<file path="config.mk">
export PLATFORM = sky130hd
export DESIGN_NAME = lock_clear_ctrl_flat
export DESIGN_NICKNAME = d
export VERILOG_FILES = /design/src/rtl/lock_clear_if.sv /design/src/rtl/lock_clear_ctrl.sv /design/src/flat_wrapper.sv
export SDC_FILE = /design/constraint.sdc
export NUM_CORES = 1
export LEC_CHECK = 0
export CAP_MARGIN = 10
export CORE_MARGIN = 5
export CORE_UTILIZATION = 50
export CTS_CLUSTER_DIAMETER = 150
export DETAILED_ROUTE_END_ITERATION = 10
export GPL_ROUTABILITY_DRIVEN = 0
export PLACE_DENSITY = 0.8
export SYNTH_ARGS = -nofsm -noshare
export SYNTH_HDL_FRONTEND = slang
export SYNTH_SLANG_ARGS = --single-unit
</file>
<file path="constraint.sdc">
create_clock -name Clk -period 10.56 [get_ports Clk]
set_input_delay 2.64 -clock Clk [delete_from_list [all_inputs] [get_ports Clk]]
set_output_delay 2.64 -clock Clk [all_outputs]
set_load 0.01 [all_outputs]
</file>
<file path="src/rtl/lock_clear_if.sv">
// Signals between lock_clear_ctrl, the falling-piece logic and the board row RAM.
// lock_req is a level sampled only while busy is low and top_out is clear; there is no
// separate ready: busy low is the acceptance window. The RAM port has no handshake.
interface lock_clear_if #(
  parameter int COLS = 10
);
  logic            lock_req;
  logic [19:0]     x_block;
  logic [19:0]     y_block;
  logic            busy;
  logic [4:0]      row_addr;
  logic            row_we;
  logic [COLS-1:0] row_wdata;
  logic [COLS-1:0] row_rdata;
  logic            spawn_req;
  logic            clear_done;
  logic [2:0]      lines_cleared;
  logic [15:0]     total_lines;
  logic            top_out;

  modport master (
    input  lock_req, x_block, y_block, row_rdata,
    output busy, row_addr, row_we, row_wdata, spawn_req, clear_done,
           lines_cleared, total_lines, top_out
  );

  modport slave (
    output lock_req, x_block, y_block, row_rdata,
    input  busy, row_addr, row_we, row_wdata, spawn_req, clear_done,
           lines_cleared, total_lines, top_out
  );
endinterface

</file>
<file path="src/rtl/lock_clear_ctrl.sv">
// Lock/line-clear sequencer: writes a locked piece into the board RAM, compacts full
// rows downward, refills the top, and tracks line totals and top-out.
module lock_clear_ctrl #(
  parameter int COLS         = 10,
  parameter int ROWS         = 20,
  parameter int LOCK_OUT_ROW = 2
) (
  input  logic               Clk,
  input  logic               Reset,
  lock_clear_if.master       bus,
  output logic [2:0]         state_dbg
);

  typedef enum logic [2:0] {
    INIT    = 3'd0,
    IDLE    = 3'd1,
    LK_RD   = 3'd2,
    LK_WR   = 3'd3,
    SC_RD   = 3'd4,
    SC_EVAL = 3'd5,
    FILL    = 3'd6,
    DONE    = 3'd7
  } state_t;

  localparam logic [4:0] LAST_ROW = 5'(ROWS - 1);

  state_t          state;
  logic [4:0]      init_cnt;
  logic [3:0][4:0] xq;
  logic [3:0][4:0] yq;
  logic [1:0]      k;
  logic [4:0]      src;
  logic [4:0]      dst;
  logic [4:0]      cnt;
  logic            spawn_q;
  logic [2:0]      lines_q;
  logic [15:0]     total_q;
  logic            top_q;

  logic [4:0]      x_cur;
  logic [4:0]      y_cur;
  logic            cell_ok;
  logic            row_full;
  logic [COLS-1:0] cell_mask;
  logic            lock_topout;
  logic [4:0]      cnt_nxt;
  logic            done_entry;
  logic [16:0]     total_sum;

  assign x_cur    = xq[k];
  assign y_cur    = yq[k];
  assign cell_ok  = (x_cur < 5'(COLS)) && (y_cur < 5'(ROWS));
  assign row_full = &bus.row_rdata;

  always_comb begin
    cell_mask = '0;
    for (int i = 0; i < COLS; i++) begin
      cell_mask[i] = (x_cur == 5'(i));
    end
  end

  always_comb begin
    lock_topout = 1'b0;
    for (int i = 0; i < 4; i++) begin
      if (bus.y_block[i*5 +: 5] < 5'(LOCK_OUT_ROW)) lock_topout = 1'b1;
    end
  end

  // cnt_nxt folds in the row being judged this cycle so the FILL/DONE decision sees it.
  assign cnt_nxt    = cnt + {4'd0, (state == SC_EVAL) && row_full};
  assign done_entry = ((state == SC_EVAL) && (src == 5'd0) && (cnt_nxt == 5'd0)) ||
                      ((state == FILL) && (dst == 5'd0));
  assign total_sum  = {1'b0, total_q} + {12'd0, cnt_nxt};

  // The RAM port depends on row_rdata in the same cycle, so it is decoded, not registered.
  always_comb begin
    bus.row_we    = 1'b0;
    bus.row_addr  = '0;
    bus.row_wdata = '0;
    case (state)
      INIT: begin
        if (init_cnt != 5'd0) begin
          bus.row_we   = 1'b1;
          bus.row_addr = init_cnt - 5'd1;
        end
      end
      LK_RD: bus.row_addr = y_cur;
      LK_WR: begin
        bus.row_addr  = y_cur;
        bus.row_we    = cell_ok;
        bus.row_wdata = bus.row_rdata | cell_mask;
      end
      SC_RD: bus.row_addr = src;
      SC_EVAL: begin
        if (row_full) begin
          bus.row_addr = src;
        end else begin
          bus.row_we    = 1'b1;
          bus.row_addr  = dst;
          bus.row_wdata = bus.row_rdata;
        end
      end
      FILL: begin
        bus.row_we   = 1'b1;
        bus.row_addr = dst;
      end
      default: ;
    endcase
  end

  always_ff @(posedge Clk) begin
    if (Reset) begin
      state    <= INIT;
      init_cnt <= '0;
      xq       <= '0;
      yq       <= '0;
      k        <= '0;
      src      <= '0;
      dst      <= '0;
      cnt      <= '0;
      spawn_q  <= 1'b0;
      lines_q  <= '0;
      total_q  <= '0;
      top_q    <= 1'b0;
    end else begin
      spawn_q <= 1'b0;
      if (done_entry) begin
        lines_q <= (cnt_nxt > 5'd7) ? 3'd7 : cnt_nxt[2:0];
        total_q <= total_sum[16] ? 16'hFFFF : total_sum[15:0];
        spawn_q <= ~top_q;
      end
      case (state)
        INIT: begin
          if (init_cnt == 5'(ROWS)) begin
            state   <= IDLE;
            spawn_q <= 1'b1;
          end else begin
            init_cnt <= init_cnt + 5'd1;
          end
        end
        IDLE: begin
          if (bus.lock_req && !top_q) begin
            xq    <= bus.x_block;
            yq    <= bus.y_block;
            k     <= '0;
            state <= LK_RD;
            if (lock_topout) top_q <= 1'b1;
          end
        end
        LK_RD: state <= LK_WR;
        LK_WR: begin
          if (k == 2'd3) begin
            src   <= LAST_ROW;
            dst   <= LAST_ROW;
            cnt   <= '0;
            state <= SC_RD;
          end else begin
            k     <= k + 2'd1;
            state <= LK_RD;
          end
        end
        SC_RD: state <= SC_EVAL;
        SC_EVAL: begin
          cnt <= cnt_nxt;
          if (!row_full && (dst != 5'd0)) dst <= dst - 5'd1;
          if (src == 5'd0) begin
            state <= (cnt_nxt != 5'd0) ? FILL : DONE;
          end else begin
            src   <= src - 5'd1;
            state <= SC_RD;
          end
        end
        FILL: begin
          if (dst == 5'd0) state <= DONE;
          else             dst   <= dst - 5'd1;
        end
        DONE: state <= IDLE;
        default: state <= INIT;
      endcase
    end
  end

  assign bus.busy          = (state != IDLE);
  assign bus.clear_done    = (state == DONE);
  assign bus.spawn_req     = spawn_q;
  assign bus.lines_cleared = lines_q;
  assign bus.total_lines   = total_q;
  assign bus.top_out       = top_q;
  assign state_dbg         = state;

endmodule

</file>
<file path="src/flat_wrapper.sv">
// flat-port wrapper written by rule: the top's interface ports become plain ports
module lock_clear_ctrl_flat 
#(
  parameter int COLS         = 10,
  parameter int ROWS         = 20,
  parameter int LOCK_OUT_ROW = 2
)
  (Clk, Reset, state_dbg, bus_lock_req, bus_x_block, bus_y_block, bus_row_rdata, bus_busy, bus_row_addr, bus_row_we, bus_row_wdata, bus_spawn_req, bus_clear_done, bus_lines_cleared, bus_total_lines, bus_top_out);
  lock_clear_if #(.COLS(COLS)) bus_i ();
  input  logic Clk;
  input  logic Reset;
  output logic [2:0] state_dbg;
  input wire logic [$bits(bus_i.lock_req)-1:0] bus_lock_req;
  input wire logic [$bits(bus_i.x_block)-1:0] bus_x_block;
  input wire logic [$bits(bus_i.y_block)-1:0] bus_y_block;
  input wire logic [$bits(bus_i.row_rdata)-1:0] bus_row_rdata;
  output wire logic [$bits(bus_i.busy)-1:0] bus_busy;
  output wire logic [$bits(bus_i.row_addr)-1:0] bus_row_addr;
  output wire logic [$bits(bus_i.row_we)-1:0] bus_row_we;
  output wire logic [$bits(bus_i.row_wdata)-1:0] bus_row_wdata;
  output wire logic [$bits(bus_i.spawn_req)-1:0] bus_spawn_req;
  output wire logic [$bits(bus_i.clear_done)-1:0] bus_clear_done;
  output wire logic [$bits(bus_i.lines_cleared)-1:0] bus_lines_cleared;
  output wire logic [$bits(bus_i.total_lines)-1:0] bus_total_lines;
  output wire logic [$bits(bus_i.top_out)-1:0] bus_top_out;
  assign bus_i.lock_req = bus_lock_req;
  assign bus_i.x_block = bus_x_block;
  assign bus_i.y_block = bus_y_block;
  assign bus_i.row_rdata = bus_row_rdata;
  assign bus_busy = bus_i.busy;
  assign bus_row_addr = bus_i.row_addr;
  assign bus_row_we = bus_i.row_we;
  assign bus_row_wdata = bus_i.row_wdata;
  assign bus_spawn_req = bus_i.spawn_req;
  assign bus_clear_done = bus_i.clear_done;
  assign bus_lines_cleared = bus_i.lines_cleared;
  assign bus_total_lines = bus_i.total_lines;
  assign bus_top_out = bus_i.top_out;
  lock_clear_ctrl #(.COLS(COLS), .ROWS(ROWS), .LOCK_OUT_ROW(LOCK_OUT_ROW)) u_core (.Clk(Clk), .Reset(Reset), .bus(bus_i), .state_dbg(state_dbg));
endmodule
</file>
=== Yosys cells after proc, flatten, opt, wreduce, memory -nomap -nowiden ===
Index checks and enable logic that the tools add are counted.

* $add $sub $neg: 7
* Magnitude comparators: 8
* Eq/ne operators: 27
* Mux-type cells: 39
* Bitwise operators: 3
* Reductions and logical operators: 31

{| class="wikitable"
|+ Operator list
! cell !! count
|-
| $mux 5 || 9
|-
| $pmux 5 s5 || 1
|-
| $pmux 3 s8 || 1
|-
| $bmux 5 s2 || 2
|-
| $eq 5x3->1 const B || 4
|-
| $logic_not 5->1 || 4
|-
| $lt 5x2->1 const B || 4
|-
| $pmux 10 s2 || 1
|-
| $pmux 5 s2 || 2
|-
| $mux 3 || 6
|-
| $add 16x5->17 || 1
|-
| $mux 16 || 1
|-
| $pmux 5 s3 || 1
|-
| $reduce_bool 5->1 || 3
|-
| $sub 5x1->5 const B || 3
|-
| $eq 3x3->1 const B || 4
|-
| $reduce_and 3->1 || 4
|-
| $eq 5x2->1 const B || 2
|-
| $eq 5x4->1 const B || 2
|-
| $mux 1 || 10
|-
| $mux 10 || 1
|-
| $ne 2x2->1 const B || 5
|-
| $or 10x10->10 || 1
|-
| $reduce_and 10->1 || 1
|-
| other kinds (27) || 42
|}

* Flip-flop bits (word level): 86
* Bits of input ports: 53
* Logic and storage cells: 133

=== Longest topological paths before layout ===
Gate-level depths: netlist (run 1).

* Depth in word-level cells: 9
* Gate-level depth with buffers: 14
* Gate-level depth less buffers: 13

=== Worst setup path before layout (run 1) ===
Ideal clock, no wire load.

* Path type: input to output
* From: input port bus_row_rdata[8]
* To: output port bus_row_addr[1]
* Arrival time: 3.675 ns
* Required time: 7.920 ns
* Path slack: 4.245 ns
* Cell stages on the path: 4
* Buffers on the path: 0
* Cells stage by stage: nand4_1 -> nor4_1 -> a31o_2 -> a221o_1

* Word-level cells in the longest chain between the ends: 3

{| class="wikitable"
|+ Ends and longest elaborated chain
! item !! RTL line !! source
|-
| start: declaration || flat_wrapper.sv:16 || <nowiki>input wire logic [$bits(bus_i.row_rdata)-1:0] bus_row_rdata;</nowiki>
|-
| $reduce_and 10->1 || lock_clear_ctrl.sv:53 || <nowiki>assign row_full = &bus.row_rdata;</nowiki>
|-
| $mux 5 || lock_clear_ctrl.sv:95 || <nowiki>if (row_full) begin</nowiki>
|-
| $pmux 5 s5 || lock_clear_ctrl.sv:80 || <nowiki>case (state)</nowiki>
|-
| end: declaration || flat_wrapper.sv:18 || <nowiki>output wire logic [$bits(bus_i.row_addr)-1:0] bus_row_addr;</nowiki>
|}

No other way between the ends.

=== Worst setup path in the final report (run 1) ===
* From: input port bus_row_rdata[8]
* To: output port bus_row_addr[3]

Same word-level chain as after synthesis.

==> results.md, run 1 <==
Global routing:
- The via count of the first global-routing pass is 4246.
- In the global route stage, met3 resource usage came out at 0.0498.
- The total congestion overflow is 0.
- The number of antenna violations at the first check in global routing is 0.
- The layer flagged by global routing as most heavily used is met2.
- For this run, the total global-route usage over all layers was measured as 0.222.
- Entering global routing, the biggest net connects 94 pins.
- For this run, global-route usage on met2 was measured as 0.384.
- The global-route wire length before repair is 20400 um.
- The met1 global-route usage is 0.269.

Final layout:
- The number of fillers in the final layout is 760.
- For this run, the post-layout net count is 712.
- The multi-input logic area is 2760 um^2.
- The sequential cells in the finished layout cover a total of 1720 um^2.
- The count of placed standard cells in the final layout, fillers left out is 761.
- 0 antenna diodes ended up in the layout.
- Of the cells placed in the final design, the portion with a size suffix greater than 1 is 0.0662.
- The area growth from synthesis to layout is 26.4%.
- The final standard cell area without fillers is 5850 um^2.

Yosys:
- By area the synthesized netlist is led by sky130_fd_sc_hd__dfxtp_1 (37%), sky130_fd_sc_hd__nand2_1 (9.7%), sky130_fd_sc_hd__a21oi_1 (6.8%).
- The cell type with the highest aggregate area in the netlist is sky130_fd_sc_hd__dfxtp_1.
- The proportion of synthesized chip area in sequential cells is 0.372.
- Among all flip-flop cells after synthesis, the most frequent one is sky130_fd_sc_hd__dfxtp_1.
- After technology mapping, the gate count stands at 565.
- The post-synthesis sequential element count is 86.
- The number of nets in the synthesized netlist is 632.
- The count of yosys warnings during synthesis is 0.
- The netlist uses 63 different library cells.
- The number of synthesized flops with an enable pin is 0.
- The synthesized netlist occupies a cell area of 4630 um^2.
- The average size of a mapped cell is 8.20 um^2.
- The fraction of post-synthesis cell area in the top cell type by area is 0.372.
- Counting flops with an async set or reset pin after synthesis yields a share of 0.

Job:
- Max-cap violations in this run came to 0.

Routing:
- For this run, the detailed router's first-pass iteration total came to 5.
- After detailed routing, the average wire length per cell comes to 16.5 um.
- The detailed-route vias per instance is 5.93.
- The initial DRC count is 297.
- The total wire length is 12500 um.
- The detailed router placed 4511 vias in this run.
- The remaining number of nets flagged by the antenna check after routing is 0.
- After detailed routing, the number of remaining DRC violations is 0.

Worst hold path:
- The type of the worst min-delay path is flop to flop.
- The startpoint of the worst hold path is u_core.yq[8].
- The hold-critical path depth is 2.

Timing:
- The number of max-slew violations in the final report is 0.
- Headroom to the max-slew limit came out at 0.310.
- At the pin with the least slew margin, the transition time is 1.03 ns.
- The ratio of final minimum period to clock period is 0.731.
- Setup repair after global routing left no endpoint under its margin.
- The shortest period the worst path allows is 7.72 ns.
- The worst clock skew is 0.00934 ns.
- The number of endpoints with negative hold slack in the final report came to 0.
- The maximum clock rate is 0.130 GHz.
- In the final timing run, aggregate negative setup slack is 0 ns.
- Setup violations remaining at the end of the flow were counted as 0.

CTS:
- In this run the clock root is driven by a sky130_fd_sc_hd__clkbuf_8.
- Clock tree synthesis inserted a total of 9 buffers.
- The clock tree buffer depth is 2.
- Clock-pin slew was measured on the worst setup and hold paths at 0.08 ns.
- The TritonCTS clock tree is done.
- The sink count of the clock tree is 86.
- The H-tree was split into 3 levels.
- Once the clock tree was built, the setup fixing pass inserted 0 buffers.
- The number of gates resized after CTS is 0.
- The clock reaches the later pin of the worst-skew pair after 0.37 ns.
- Buffers inserted to repair hold after CTS numbered 0.

Floorplanning:
- The die footprint is 11300 um^2.
- Measured along the y axis, the die boundary spans 106 um.
- The core region is 9150 um^2.
- The number of primary I/O pins is 95.
- The number of cell rows is 35.
- The x dimension of the die is 106 um.
- The initial utilization of the core area, before any placement, comes to 0.506.

Power and ir drop:
- The leakage power summed over all cells is 2.06 nW.
- The power per cell area is 141 nW/um^2.
- Across the VDD grid, the largest voltage drop is 92.3 uV.

Setup path:
- The worst setup path is launched from an input pin.
- STA puts the critical path data arrival time at 5.08 ns.
- The worst setup path startpoint is bus_row_rdata[8].
- The number of cells on the worst reg-to-reg path is 13.
- Along the worst path, the maximum fanout reaches 6.
- The worst setup path is of the input pin to output port kind.
- The startpoint identified for the worst register-to-register timing path is u_core.state_dbg[2].
- The endpoint required time on the critical path is 7.92 ns.
- The critical path endpoint category is an output port.

Placed design:
- The half-perimeter wire length of the detailed placement result is 9230 um.
- After detailed placement, the total cell area comes to 5630 um^2.
- The count of buffers added on input and output ports is 94.
- The number of placed cells counting well taps is 745.

Status:
- The flow ran to the end, and the final reports show no timing, DRC or antenna violations.
path summary, 6_finish.rpt:
| check | endpoint | slack [ns] |
|---|---|---|
| max | bus_row_addr[3] | 2.84 |
| min | u_core.yq[8] | 0.46 |
| max reg2reg | u_core.bus.total_lines[2] | 5.98 |
| min reg2reg | u_core.yq[8] | 0.46 |
placed cells by master, fill, tap and decap left out, types with 9 or more instances in the layout:
cell and count:
sky130_fd_sc_hd__inv_1 13, sky130_fd_sc_hd__nand3_1 12, sky130_fd_sc_hd__nor4_1 9, sky130_fd_sc_hd__a21oi_1 63
sky130_fd_sc_hd__nor2b_1 11, sky130_fd_sc_hd__dfxtp_1 86, sky130_fd_sc_hd__clkbuf_8 9, sky130_fd_sc_hd__nand2_1 120
sky130_fd_sc_hd__nor3_1 19, sky130_fd_sc_hd__nor2_1 41, sky130_fd_sc_hd__ha_1 14, sky130_fd_sc_hd__xor2_1 11
sky130_fd_sc_hd__clkdlybuf4s50_1 93, sky130_fd_sc_hd__a22o_1 10, sky130_fd_sc_hd__nand4_1 9, sky130_fd_sc_hd__mux4_2 10
cells by family (layout without fill, tap and decap cells):
logic type,Yosys count,in the layout,share of synthesized area
AND/OR/NAND/NOR,257,257,0.262
flip-flops,86,86,0.372
multiplexers,17,17,0.0637
AO/OA/AOI/OAI,130,130,0.193
buffers and inverters,42,127,0.0343
adder cells (fa/ha/maj),16,16,0.0421
XOR/XNOR,17,17,0.0338
registers in the layout (all words and copies together), names as in the netlist:
name / flops
u_core.init_cnt: 5
u_core.bus.total_lines: 16
u_core.bus.lines_cleared: 3
u_core.bus.spawn_req: 1
u_core.yq: 20
u_core.state_dbg: 3
u_core.bus.top_out: 1
u_core.cnt: 5
u_core.dst: 5
u_core.xq: 20
u_core.k: 2
u_core.src: 5
routing by layer:
layer  share of wire  vias up
met3           0.054       26
met4           0.026        0
met5               0        -
met1            0.41     2117
li1                -     2203
met2            0.51      165
report_power, final:
part           leakage, nW  switching [mW]  internal, mW
combinational         1.26           0.100         0.103
clock                0.107           0.123         0.135
sequential           0.695          0.0231         0.342
cells in the mapped netlist (3+ instances only):
master / n
sky130_fd_sc_hd__a2111oi_2: 3
sky130_fd_sc_hd__a211oi_1: 7
sky130_fd_sc_hd__a21oi_1: 63
sky130_fd_sc_hd__a222oi_1: 4
sky130_fd_sc_hd__a22o_1: 10
sky130_fd_sc_hd__a22oi_1: 3
sky130_fd_sc_hd__a311oi_1: 7
sky130_fd_sc_hd__a31oi_1: 3
sky130_fd_sc_hd__and2_1: 4
sky130_fd_sc_hd__and3_1: 6
sky130_fd_sc_hd__clkbuf_1: 28
sky130_fd_sc_hd__dfxtp_1: 86
sky130_fd_sc_hd__ha_1: 14
sky130_fd_sc_hd__inv_1: 13
sky130_fd_sc_hd__mux2i_1: 7
sky130_fd_sc_hd__mux4_2: 10
sky130_fd_sc_hd__nand2_1: 120
sky130_fd_sc_hd__nand2b_1: 5
sky130_fd_sc_hd__nand3_1: 12
sky130_fd_sc_hd__nand3b_1: 4
sky130_fd_sc_hd__nand4_1: 9
sky130_fd_sc_hd__nor2_1: 41
sky130_fd_sc_hd__nor2b_1: 11
sky130_fd_sc_hd__nor3_1: 20
sky130_fd_sc_hd__nor4_1: 9
sky130_fd_sc_hd__o21ai_0: 5
sky130_fd_sc_hd__xnor2_1: 5
sky130_fd_sc_hd__xor2_1: 11
through the flow:
step                      power, mW  setup slack [ns]  hold slack, ns  utilization
after global placement        0.567              2.93           0.439        0.615
after floorplan               0.486              4.25           0.433            -
after detailed placement      0.574              2.87           0.445        0.615
after CTS                     0.830              2.86           0.458        0.640
final                         0.826              2.84           0.459        0.640
after global routing          0.868              2.71           0.471        0.640
worst max-delay path, stage by stage:
cell and delay (ns):
sky130_fd_sc_hd__clkdlybuf4s50_1 0.49, sky130_fd_sc_hd__nand4_1 0.13, sky130_fd_sc_hd__o31ai_1 0.55, sky130_fd_sc_hd__nand2_1 0.26, sky130_fd_sc_hd__a222oi_1 0.43, sky130_fd_sc_hd__nand2_1 0.08, sky130_fd_sc_hd__clkdlybuf4s50_1 0.49
cell type report:
type	instances	area share
Clock buffer	10	0.0218
Inverter	13	0.00834
Multi-Input combinational cell	437	0.471
Sequential cell	86	0.294
Timing Repair Buffer	98	0.165
Clock inverter	6	0.0160
Tap cell	111	0.0237
No activity file was read; power rests on OpenSTA's default activity.
==> inputs of run 2 (changes only) <==
==> constraint.sdc (replaced) <==
create_clock -name Clk -period 7.2 [get_ports Clk]
set_input_delay 1.8 -clock Clk [delete_from_list [all_inputs] [get_ports Clk]]
set_output_delay 1.8 -clock Clk [all_outputs]
set_load 0.01 [all_outputs]
==> results.md, run 2 (synthesis results as in run 1) <==
Final layout:
- Of the cells placed in the final design, the portion with a size suffix greater than 1 is 0.0677.
- The sequential cells in the finished layout cover a total of 1720 um^2.
- The antenna diode count is 0.
- The top cell types in the final layout, fill and taps aside, are sky130_fd_sc_hd__nand2_1 (120), sky130_fd_sc_hd__clkdlybuf4s50_1 (93), sky130_fd_sc_hd__dfxtp_1 (86).
- The finished layout holds 761 standard cells, fillers aside.
- The area growth from synthesis to layout is 25.8%.
- The commonest non-fill, non-tap cell in the layout is sky130_fd_sc_hd__nand2_1.
- The multi-input logic area is 2760 um^2.
- After filler insertion, the fill cell instance count of the layout stands at 785.
- The final layout net count is 712.

Setup path:
- The number of buffers and inverters on the critical path is 2.
- Along the worst path, the maximum fanout reaches 6.
- The largest stage delay on the critical path is 0.53 ns.
- The start-to-end type of the worst setup path is input pin to output port.
- Walking the worst path, the cells encountered are clkdlybuf4s50_1, nand4_1, o31ai_1, nand2_1, a222oi_1, nand2_1, clkdlybuf4s50_1.
- The worst setup path is captured at an output port.
- For the worst setup path, the data arrival time is 4.20 ns.
- The endpoint required time on the critical path is 5.40 ns.
- The worst setup path is launched from an input pin.
- The slowest stage cell on the critical path is sky130_fd_sc_hd__o31ai_1.
- The top cell family by delay on the critical path is buffers and inverters.

Timing:
- Headroom to the max-slew limit came out at 0.335.
- Setup violations remaining at the end of the flow were counted as 0.
- For the finished layout, the period the worst path requires is 6.00 ns.
- The number of endpoints with negative hold slack in the final report was 0.
- The final setup TNS is 0 ns.
- Between clock sinks in the finished design, the worst skew comes to 0.0114 ns.
- The ratio of final minimum period to clock period is 0.834.
- At the pin with the least slew margin, the transition time is 0.988 ns.
- The post-layout worst setup margin is 1.20 ns.
- Setup repair after global routing left no endpoint under its margin.
- The maximum clock rate is 0.167 GHz.
- The number of max-slew violations in the final report was 0.

Global routing:
- The pin count of the biggest net entering global routing is 94.
- The number of antenna violations at the first check in global routing is 0.
- The total congestion overflow is 0.
- The first global-routing pass estimated 20600 um of wire.
- The via count of the first global-routing pass came to 4287.
- The total routing usage reported by global routing is 0.220.

CTS:
- TritonCTS built the clock tree.
- The clock drives 86 sinks.
- In this run the clock root is driven by a sky130_fd_sc_hd__clkbuf_8.
- Buffers inserted to repair hold after CTS numbered 0.
- At the later pin of the worst-skew pair, clock insertion delay measures 0.36 ns.
- The clock-pin transition on the worst setup and hold timing paths is 0.08 ns.
- The clock tree buffer depth is 2.
- The total clock buffers created by CTS is 9.
- CTS built an H-tree with a depth of 3.
- The number of post-CTS setup repair buffers is 0.
- The number of gates resized after CTS is 0.

Power and ir drop:
- Summed over all cells, the static leakage comes to 2.05 nW.
- The worst-case IR drop observed on VDD is 99.6 uV.
- The power per cell area is 201 nW/um^2.

Floorplanning:
- The y dimension of the die is 106 um.
- The core region area is 9150 um^2.
- For this design the top-level I/O count stands at 95.
- The x dimension of the die is 106 um.
- The initial core utilization is 0.506.
- Row generation in the floorplan step produced 35 rows.
- The die footprint is 11300 um^2.

Routing:
- The post-detailed-route wirelength per cell is 16.2 um.
- The final layout contains routed wiring with a total length of 12300 um.
- Dividing the detail-routed via count by the number of cells gives 5.89.
- For this run, design rule violations remaining after detail routing come to 0.
- The remaining number of nets flagged by the antenna check after routing is 0.
- The initial DRC count is 245.
- The routed layout has 4486 vias.
- Before antenna repair, the detailed router went through 5 iterations.

Status:
- The flow ran to the end, and the final reports show no timing, DRC or antenna violations.

Placed design:
- Once detailed placement completed, the half-perimeter wirelength came to 9170 um.
- The number of buffer cells added on primary ports is 94.
- The number of placed cells counting well taps is 745.
- The pre-CTS worst setup slack is 1.18 ns.

Worst hold path:
- The tightest min-delay check is of the flop to flop type.

Job:
- The tool flagged a number of max-cap violations equal to 0.
-- run 2: power by group --
| part | internal, mW | switching, mW | total [mW] |
|---|---|---|---|
| Sequential | 0.501 | 0.0328 | 0.534 |
| Combinational | 0.151 | 0.146 | 0.296 |
| Clock | 0.162 | 0.182 | 0.344 |
-- run 2: stage by stage --
stage / area (um^2) / hold WS (ns) / utilization / power [mW]
floorplan: 4630 / 0.433 / - / 0.713
global placement: 5630 / 0.439 / 0.615 / 0.831
detailed placement: 5630 / 0.444 / 0.615 / 0.840
CTS: 5830 / 0.456 / 0.637 / 1.18
global route: 5830 / 0.474 / 0.637 / 1.23
finish: 5830 / 0.456 / 0.637 / 1.17
-- run 2: tightest hold or removal path, stage by stage (launching register included) --
cell	delay, ns
sky130_fd_sc_hd__dfxtp_1	0.31
sky130_fd_sc_hd__nand2_1	0.05
sky130_fd_sc_hd__a21oi_1	0.05
-- run 2: cell type report --
cell class / count / area share
inverters: 13 / 0.00837
multi-input cells: 437 / 0.473
repair buffers: 98 / 0.166
well taps: 111 / 0.0238
clock buffers: 9 / 0.0212
clock inverters: 7 / 0.0127
flip-flops and latches: 86 / 0.295
-- run 2: path summary, 6_finish.rpt --
kind / to / from / depth (start not counted) / slack [ns]
worst min register to register: u_core.xq[0] / u_core.xq[0] / 2 / 0.46
worst max-delay path: bus_row_addr[3] / bus_row_rdata[8] / 7 / 1.20
worst max register to register: u_core.bus.total_lines[2] / u_core.state_dbg[2] / 13 / 2.69
worst min-delay path: u_core.xq[0] / u_core.xq[0] / 2 / 0.46
-- run 2: per-layer routing --
layer,vias up,share of wire,global-route usage
met5,-,0,0
met4,0,0.033,0.104
met3,32,0.044,0.0310
met2,142,0.49,0.365
met1,2122,0.43,0.284
li1,2190,-,-
